===== src/rtl/instr_fetch_if.sv =====
// ---------------------------------------------------------------------------
// instr_fetch_if
// Purpose : Instruction-memory port between the IF stage and the instruction
//           memory. It carries one outstanding request at a time: the request
//           is a level signal and completes on the cycle ImemReady is high.
// Signals : ImemReq   - fetch request (level), driven by the fetch stage
//           ImemAddr  - word address, held stable until ImemReady
//           ImemReady - ImemRData is valid this cycle; completes the request
//           ImemRData - instruction word (architectural bit 0 = vector bit 31)
// Modports: master = fetch stage, slave = instruction memory
// ---------------------------------------------------------------------------
interface instr_fetch_if;
  logic        ImemReq;
  logic [31:0] ImemAddr;
  logic        ImemReady;
  logic [31:0] ImemRData;

  modport master (output ImemReq, output ImemAddr, input ImemReady, input ImemRData);
  modport slave  (input ImemReq, input ImemAddr, output ImemReady, output ImemRData);
endinterface


===== src/rtl/instr_fetch.sv =====
// ---------------------------------------------------------------------------
// instr_fetch
// Purpose : IF stage. Holds the PC, fetches over a single-outstanding imem
//           port and presents the fetched word to ID as decoded Next* fields.
//           A one-entry skid buffer absorbs a word that arrives while ID
//           stalls. Redirects from ID squash the wrong path with NOP bubbles.
// Ports   : clk            - rising-edge clock
//           reset          - asynchronous, active-low
//           stall          - ID holding; Next* frozen while high
//           Redirect       - taken jump/branch (ignored while stall is high)
//           RedirectPC     - redirect target
//           imem           - instruction memory port (master side)
//           NextOpCode / NextFunction / NextRs1 / NextRs2 / NextRd / NextImmd
//                          - fields of the presented instruction
//           NextPCPlusFour - address of presented instruction + 4
//           NextValid      - 1 = real instruction, 0 = bubble
// Architectural bit i of a 32-bit word maps to vector bit 31-i (bit 0 = MSB).
// ---------------------------------------------------------------------------
module instr_fetch #(
  parameter logic [31:0] RESET_PC = 32'h0000_0000,
  parameter logic [31:0] NOP_INSN = 32'h5400_0000
) (
  input  logic                 clk,
  input  logic                 reset,
  input  logic                 stall,
  input  logic                 Redirect,
  input  logic [31:0]          RedirectPC,
  instr_fetch_if.master        imem,
  output logic [5:0]           NextOpCode,
  output logic [5:0]           NextFunction,
  output logic [4:0]           NextRs1,
  output logic [4:0]           NextRs2,
  output logic [4:0]           NextRd,
  output logic [15:0]          NextImmd,
  output logic [31:0]          NextPCPlusFour,
  output logic                 NextValid
);

  typedef enum logic [1:0] {S_WAIT, S_FULL, S_DROP} state_t;

  state_t      r_state,     w_state_next;
  logic        r_live,      w_live_next;
  logic [31:0] r_pc,        w_pc_next;
  logic [31:0] r_addr,      w_addr_next;
  logic [31:0] r_out_insn,  w_out_insn_next;
  logic [31:0] r_out_pc4,   w_out_pc4_next;
  logic        r_out_valid, w_out_valid_next;
  logic [31:0] r_skid_insn, w_skid_insn_next;
  logic [31:0] r_skid_pc4,  w_skid_pc4_next;
  logic [31:0] w_pc_plus4;

  // r_live keeps the request low during reset and for the release cycle,
  // so ImemReq=0 while reset is asserted and rises one edge after release.
  always_ff @(posedge clk or negedge reset) begin
    if (!reset) begin
      r_state     <= S_WAIT;
      r_live      <= 1'b0;
      r_pc        <= RESET_PC;
      r_addr      <= RESET_PC;
      r_out_insn  <= NOP_INSN;
      r_out_pc4   <= RESET_PC;
      r_out_valid <= 1'b0;
      r_skid_insn <= NOP_INSN;
      r_skid_pc4  <= RESET_PC;
    end else begin
      r_state     <= w_state_next;
      r_live      <= w_live_next;
      r_pc        <= w_pc_next;
      r_addr      <= w_addr_next;
      r_out_insn  <= w_out_insn_next;
      r_out_pc4   <= w_out_pc4_next;
      r_out_valid <= w_out_valid_next;
      r_skid_insn <= w_skid_insn_next;
      r_skid_pc4  <= w_skid_pc4_next;
    end
  end

  assign w_pc_plus4 = r_pc + 32'd4;

  always_comb begin
    w_state_next     = r_state;
    w_live_next      = 1'b1;
    w_pc_next        = r_pc;
    w_addr_next      = r_addr;
    w_out_insn_next  = r_out_insn;
    w_out_pc4_next   = r_out_pc4;
    w_out_valid_next = r_out_valid;
    w_skid_insn_next = r_skid_insn;
    w_skid_pc4_next  = r_skid_pc4;

    if (r_live) begin
      unique case (r_state)
        S_WAIT: begin
          // Remember the address in flight in case a redirect leaves it
          // outstanding; DROP must keep presenting it until acked.
          w_addr_next = r_pc;
          if (Redirect && !stall) begin
            w_pc_next        = RedirectPC;
            w_out_insn_next  = NOP_INSN;
            w_out_valid_next = 1'b0;
            if (!imem.ImemReady) w_state_next = S_DROP;
          end else if (imem.ImemReady) begin
            w_pc_next = w_pc_plus4;
            if (!stall) begin
              w_out_insn_next  = imem.ImemRData;
              w_out_pc4_next   = w_pc_plus4;
              w_out_valid_next = 1'b1;
            end else begin
              w_skid_insn_next = imem.ImemRData;
              w_skid_pc4_next  = w_pc_plus4;
              w_state_next     = S_FULL;
            end
          end else if (!stall) begin
            w_out_insn_next  = NOP_INSN;
            w_out_valid_next = 1'b0;
          end
        end

        S_FULL: begin
          if (!stall) begin
            w_state_next = S_WAIT;
            if (Redirect) begin
              w_pc_next        = RedirectPC;
              w_out_insn_next  = NOP_INSN;
              w_out_valid_next = 1'b0;
            end else begin
              w_out_insn_next  = r_skid_insn;
              w_out_pc4_next   = r_skid_pc4;
              w_out_valid_next = 1'b1;
            end
          end
        end

        S_DROP: begin
          if (!stall) begin
            w_out_insn_next  = NOP_INSN;
            w_out_valid_next = 1'b0;
            if (Redirect) w_pc_next = RedirectPC;
          end
          // Wrong-path response is discarded; the new pc goes out next cycle.
          if (imem.ImemReady) w_state_next = S_WAIT;
        end

        default: w_state_next = S_WAIT;
      endcase
    end
  end

  assign imem.ImemReq  = r_live && (r_state != S_FULL);
  assign imem.ImemAddr = (r_state == S_DROP) ? r_addr : r_pc;

  // Field slices of the output buffer only; no imem-to-output path.
  assign NextOpCode     = r_out_insn[31:26];
  assign NextRs1        = r_out_insn[25:21];
  assign NextRs2        = r_out_insn[20:16];
  assign NextImmd       = r_out_insn[15:0];
  assign NextFunction   = r_out_insn[5:0];
  assign NextPCPlusFour = r_out_pc4;
  assign NextValid      = r_out_valid;

  always_comb begin
    NextRd = r_out_insn[20:16];
    unique case (r_out_insn[31:26])
      6'h00, 6'h01: NextRd = r_out_insn[15:11];
      6'h03, 6'h13: NextRd = 5'd31;  // link register for JAL / JALR-style ops
      default:      NextRd = r_out_insn[20:16];
    endcase
  end

endmodule


===== src/flat_wrapper.sv =====
// flat-port wrapper written by rule: the top's interface ports become plain ports
module instr_fetch_flat 
#(
  parameter logic [31:0] RESET_PC = 32'h0000_0000,
  parameter logic [31:0] NOP_INSN = 32'h5400_0000
)
  (clk, reset, stall, Redirect, RedirectPC, NextOpCode, NextFunction, NextRs1, NextRs2, NextRd, NextImmd, NextPCPlusFour, NextValid, imem_ImemReq, imem_ImemAddr, imem_ImemReady, imem_ImemRData);
  instr_fetch_if imem_i ();
  input  logic clk;
  input  logic reset;
  input  logic stall;
  input  logic Redirect;
  input  logic [31:0] RedirectPC;
  output logic [5:0] NextOpCode;
  output logic [5:0] NextFunction;
  output logic [4:0] NextRs1;
  output logic [4:0] NextRs2;
  output logic [4:0] NextRd;
  output logic [15:0] NextImmd;
  output logic [31:0] NextPCPlusFour;
  output logic NextValid;
  output wire logic [$bits(imem_i.ImemReq)-1:0] imem_ImemReq;
  output wire logic [$bits(imem_i.ImemAddr)-1:0] imem_ImemAddr;
  input wire logic [$bits(imem_i.ImemReady)-1:0] imem_ImemReady;
  input wire logic [$bits(imem_i.ImemRData)-1:0] imem_ImemRData;
  assign imem_ImemReq = imem_i.ImemReq;
  assign imem_ImemAddr = imem_i.ImemAddr;
  assign imem_i.ImemReady = imem_ImemReady;
  assign imem_i.ImemRData = imem_ImemRData;
  instr_fetch #(.RESET_PC(RESET_PC), .NOP_INSN(NOP_INSN)) u_core (.clk(clk), .reset(reset), .stall(stall), .Redirect(Redirect), .RedirectPC(RedirectPC), .imem(imem_i), .NextOpCode(NextOpCode), .NextFunction(NextFunction), .NextRs1(NextRs1), .NextRs2(NextRs2), .NextRd(NextRd), .NextImmd(NextImmd), .NextPCPlusFour(NextPCPlusFour), .NextValid(NextValid));
endmodule

===== config.mk =====
export PLATFORM = sky130hd
export DESIGN_NAME = instr_fetch_flat
export DESIGN_NICKNAME = d
export VERILOG_FILES = /design/src/rtl/instr_fetch_if.sv /design/src/rtl/instr_fetch.sv /design/src/flat_wrapper.sv
export SDC_FILE = /design/constraint.sdc
export NUM_CORES = 1
export LEC_CHECK = 0
export ABC_AREA = 1
export CORE_UTILIZATION = 58
export DETAILED_ROUTE_END_ITERATION = 10
export GPL_TIMING_DRIVEN = 1
export PLACE_DENSITY_LB_ADDON = 0.05
export SETUP_SLACK_MARGIN = 0.5
export SKIP_LAST_GASP = 1
export SLEW_MARGIN = 20
export SYNTH_ARGS = -nofsm -noshare
export SYNTH_HDL_FRONTEND = slang
export SYNTH_SLANG_ARGS = --single-unit

===== constraint.sdc =====
create_clock -name clk -period 4.4 [get_ports clk]
set_clock_uncertainty 0.15 [all_clocks]
set_input_delay 0.88 -clock clk [delete_from_list [all_inputs] [get_ports clk]]
set_output_delay 0.88 -clock clk [all_outputs]
set_load 0.01 [all_outputs]

==> flow_summary.yaml <==
synth:
  synth_area_um2: 10100
  yosysMostFrequentCell: "nand2_1"
  ys_warn_count: 0
  synthDistinctLibCells: 39
  syn-num-nets: 1425
  synthTopCellsByCount: "nand2_1, dfrtp_1, o21ai_0"
  synthArstFlopShare_pct: 100
  synth-edff-count: 0
  synth_top_area_cell: "dfrtp_1"
  synthTopCellsByArea: "dfrtp_1, nand2_1, o21ai_0"
  avgSynthCellArea_um2: 7.47
  seq_area_frac_synth_pct: 48.7
  ys_ff_latch: 196
  synth_top_area_share_pct: 47.1
  synthCells: 1350
  synthFlopType: "dfrtp_1"
detailed_routing:
  wl_met2_mm: 11.7
  detail-route-antenna-nets: 0
  route.vias.total: 9454
  wirelength_met1_mm: 13.3
  vias_per_cell: 5.52
  drcViolationCount: 0
  top_layer_used: "met4"
  drt_iter0_drc: 968
  drt_pre_antenna_iters: 6
  wl_per_cell_um: 16.3
  drt_wl_total_mm: 27.9
  wl_met3_mm: 2.39
global_routing:
  grt_pass1_wl_mm: 45.1
  grt-ovfl-total: 0
  antenna_found_initial: 0
  track_usage_pct: 32.6
  grt_max_degree: 81
  grt_pass1_vias: 8573
finish:
  regArea_um2: 4910
  antenna_cells: 0
  fillers: 1374
  area_growth_pct: 23.1
  drive_gt1_share_pct: 5.82
  multi_input_comb_area_um2: 4310
  num-nets-final: 1557
power_and_ir_drop:
  seqPwrFrac_pct: 35.2
  internal_power_mw: 5.28
  p_leak_nw: 5.73
  combPwrFrac_pct: 48.9
  p_sw_share_pct: 43.1
  p_sw_mw: 4.00
  ir_drop_uv: 386
  pwr-share-clk_pct: 16.0
  powerDensity_nw_per_um2: 748
  total_power_mw: 9.28
clock_network:
  clkTransAtPathRegs_ns: 0.07
  post_cts_resize_count: 0
  cts_inserted_buffers: 17
  root_buffer: "clkbuf_16"
  tritoncts: "done"
  htree_levels: 4
  cts_hold_buf: 0
  cts.sinks: 196
  post_cts_buffers: 0
  clk_latency_ns: 0.44
  clockBufferDepth: 2
sta:
  slew_headroom_pct: 36.4
  tightest_slew_ns: 0.945
  hold_viol_final: 0
  period_minus_slack_ns: 3.68
  setup_tns_ns: 0
  grt_setup_unrepaired: "false"
  fin_crit_sh_pct: 83.6
  final_max_slew_viol_count: 0
  max_freq_ghz: 0.272
  final-setup-viol-count: 0
worst_setup_path:
  arrival_ns: 2.65
  critPathLaunch: "u_core.r_out_insn[26]"
  rr_startpoint: "u_core.r_state[1]"
  cp-end-kind: "output pin"
  worst-endpoint-required_ns: 3.37
  critPathKind: "flop to output pin"
  rrSetupSlack_ns: 1.29
  cp_max_fo: 6
  start_kind: "flop"
die:
  fp.dieW_um: 134
  ios: 178
  core_um2: 16800
  rows: 47
  start_util_pct: 60.2
  die_area_um2: 17900
  dieHeight_um: 134
flow_run:
  drv_cap: 0
min_path:
  hold_path_class: "input pin to async pin"
run_status:
  status: "finished clean"
placed_design:
  portBuffers: 177
  place_hpwl_mm: 19.4
  gp_congestion: 0.954
-- routing by layer --
| layer | vias to the layer above | GRT usage (%) |
|---|---|---|
| met3 | 34 | 5.71 |
| met4 | 0 | 9.60 |
| met5 | - | 0 |
| li1 | 4570 | - |
| met1 | 4439 | 52.3 |
| met2 | 411 | 44.6 |
-- area by class of cell --
cell class	instances	share of cell area [%]
tap	220	2.22
multi-input combinational	949	34.7
clock inverter	14	0.998
sequential	196	39.6
timing repair buffer	192	15.3
inverter	126	3.81
clock buffer	17	3.43
-- power groups by stage --
stage               registers (mW)  clock network (mW)  logic [mW]
floorplan                     3.25                   0        2.63
global route                  3.36                1.56        5.03
global placement              3.25                   0        4.39
CTS                           3.25                1.49        4.52
detailed placement            3.26                   0        4.49
finish                        3.27                1.48        4.53
-- per-stage QoR --
| stage | hold WS [ns] | util, % | setup WS (ns) | instance area [µm²] | cells |
|---|---|---|---|---|---|
| after floorplan | 0.296 | - | 1.89 | 10100 | 1350 |
| after global placement | 0.307 | 70.8 | 1.02 | 11900 | 1683 |
| after detailed placement | 0.308 | 70.8 | 1.01 | 11900 | 1683 |
| after CTS | 0.270 | 74.1 | 0.701 | 12400 | 1714 |
| after global routing | 0.284 | 74.1 | 0.565 | 12400 | 1714 |
| final | 0.250 | 74.1 | 0.721 | 12400 | 1714 |
-- flip-flops by register name, summed over array words and instances, names as in the netlist --
register               count
u_core.NextPCPlusFour     32
u_core.NextValid           1
u_core.r_addr             32
u_core.r_live              1
u_core.r_out_insn         32
u_core.r_pc               32
u_core.r_skid_insn        32
u_core.r_skid_pc4         32
u_core.r_state             2
-- critical path, stage by stage, from the launching register on --
cell and delay (ns):
dfstp_2 0.53, inv_1 0.06, nor4_1 0.78, or2_2 0.27, o21ai_0 0.08, clkdlybuf4s50_1 0.48
-- cell usage in the layout (no fill, tap or decap), types with 2 or more instances in the layout --
cell type / instances
a22oi_2: 2
dfstp_2: 6
o22ai_1: 7
nand2_1: 429
o21ai_1: 25
a21oi_1: 45
nand2_2: 4
ha_2: 2
clkdlybuf4s50_1: 176
dfrtp_1: 190
inv_6: 2
inv_2: 6
nand4_1: 30
nor2_4: 2
inv_1: 119
buf_4: 14
clkinvlp_4: 2
inv_8: 3
o21ai_2: 11
clkinv_4: 3
nand3_1: 49
o21ai_0: 176
clkbuf_16: 17
ha_1: 4
a31oi_1: 11
clkinv_2: 3
xor2_1: 7
nor2_2: 3
nor2_1: 130
-- cells by family (layout without fill, tap and decap cells) --
logic type                 Yosys count  count (layout)  synth area share (%)
buffers and inverters              205             349                  8.81
DFF                                196             196                  48.7
other                                1               1                0.0372
and+or+nand+nor                    651             651                  26.0
AOI/OAI and AO/OA                  284             284                  15.1
adders and majority gates            6               6                 0.744
xor gates and xnor gates             7               7                 0.608
-- path summary, 6_finish.rpt --
kind | depth (start not counted) | endpoint
setup reg to reg | 11 | u_core.NextPCPlusFour[1]
min in group clk | 2 | u_core.r_skid_insn[28]
setup / recovery | 5 | NextRd[1]
hold reg to reg | 2 | u_core.r_skid_insn[28]
max in group asynchronous | 2 | u_core.r_pc[5]
hold / removal | 1 | u_core.r_out_insn[6]
Power figures use the tool's default switching activity.
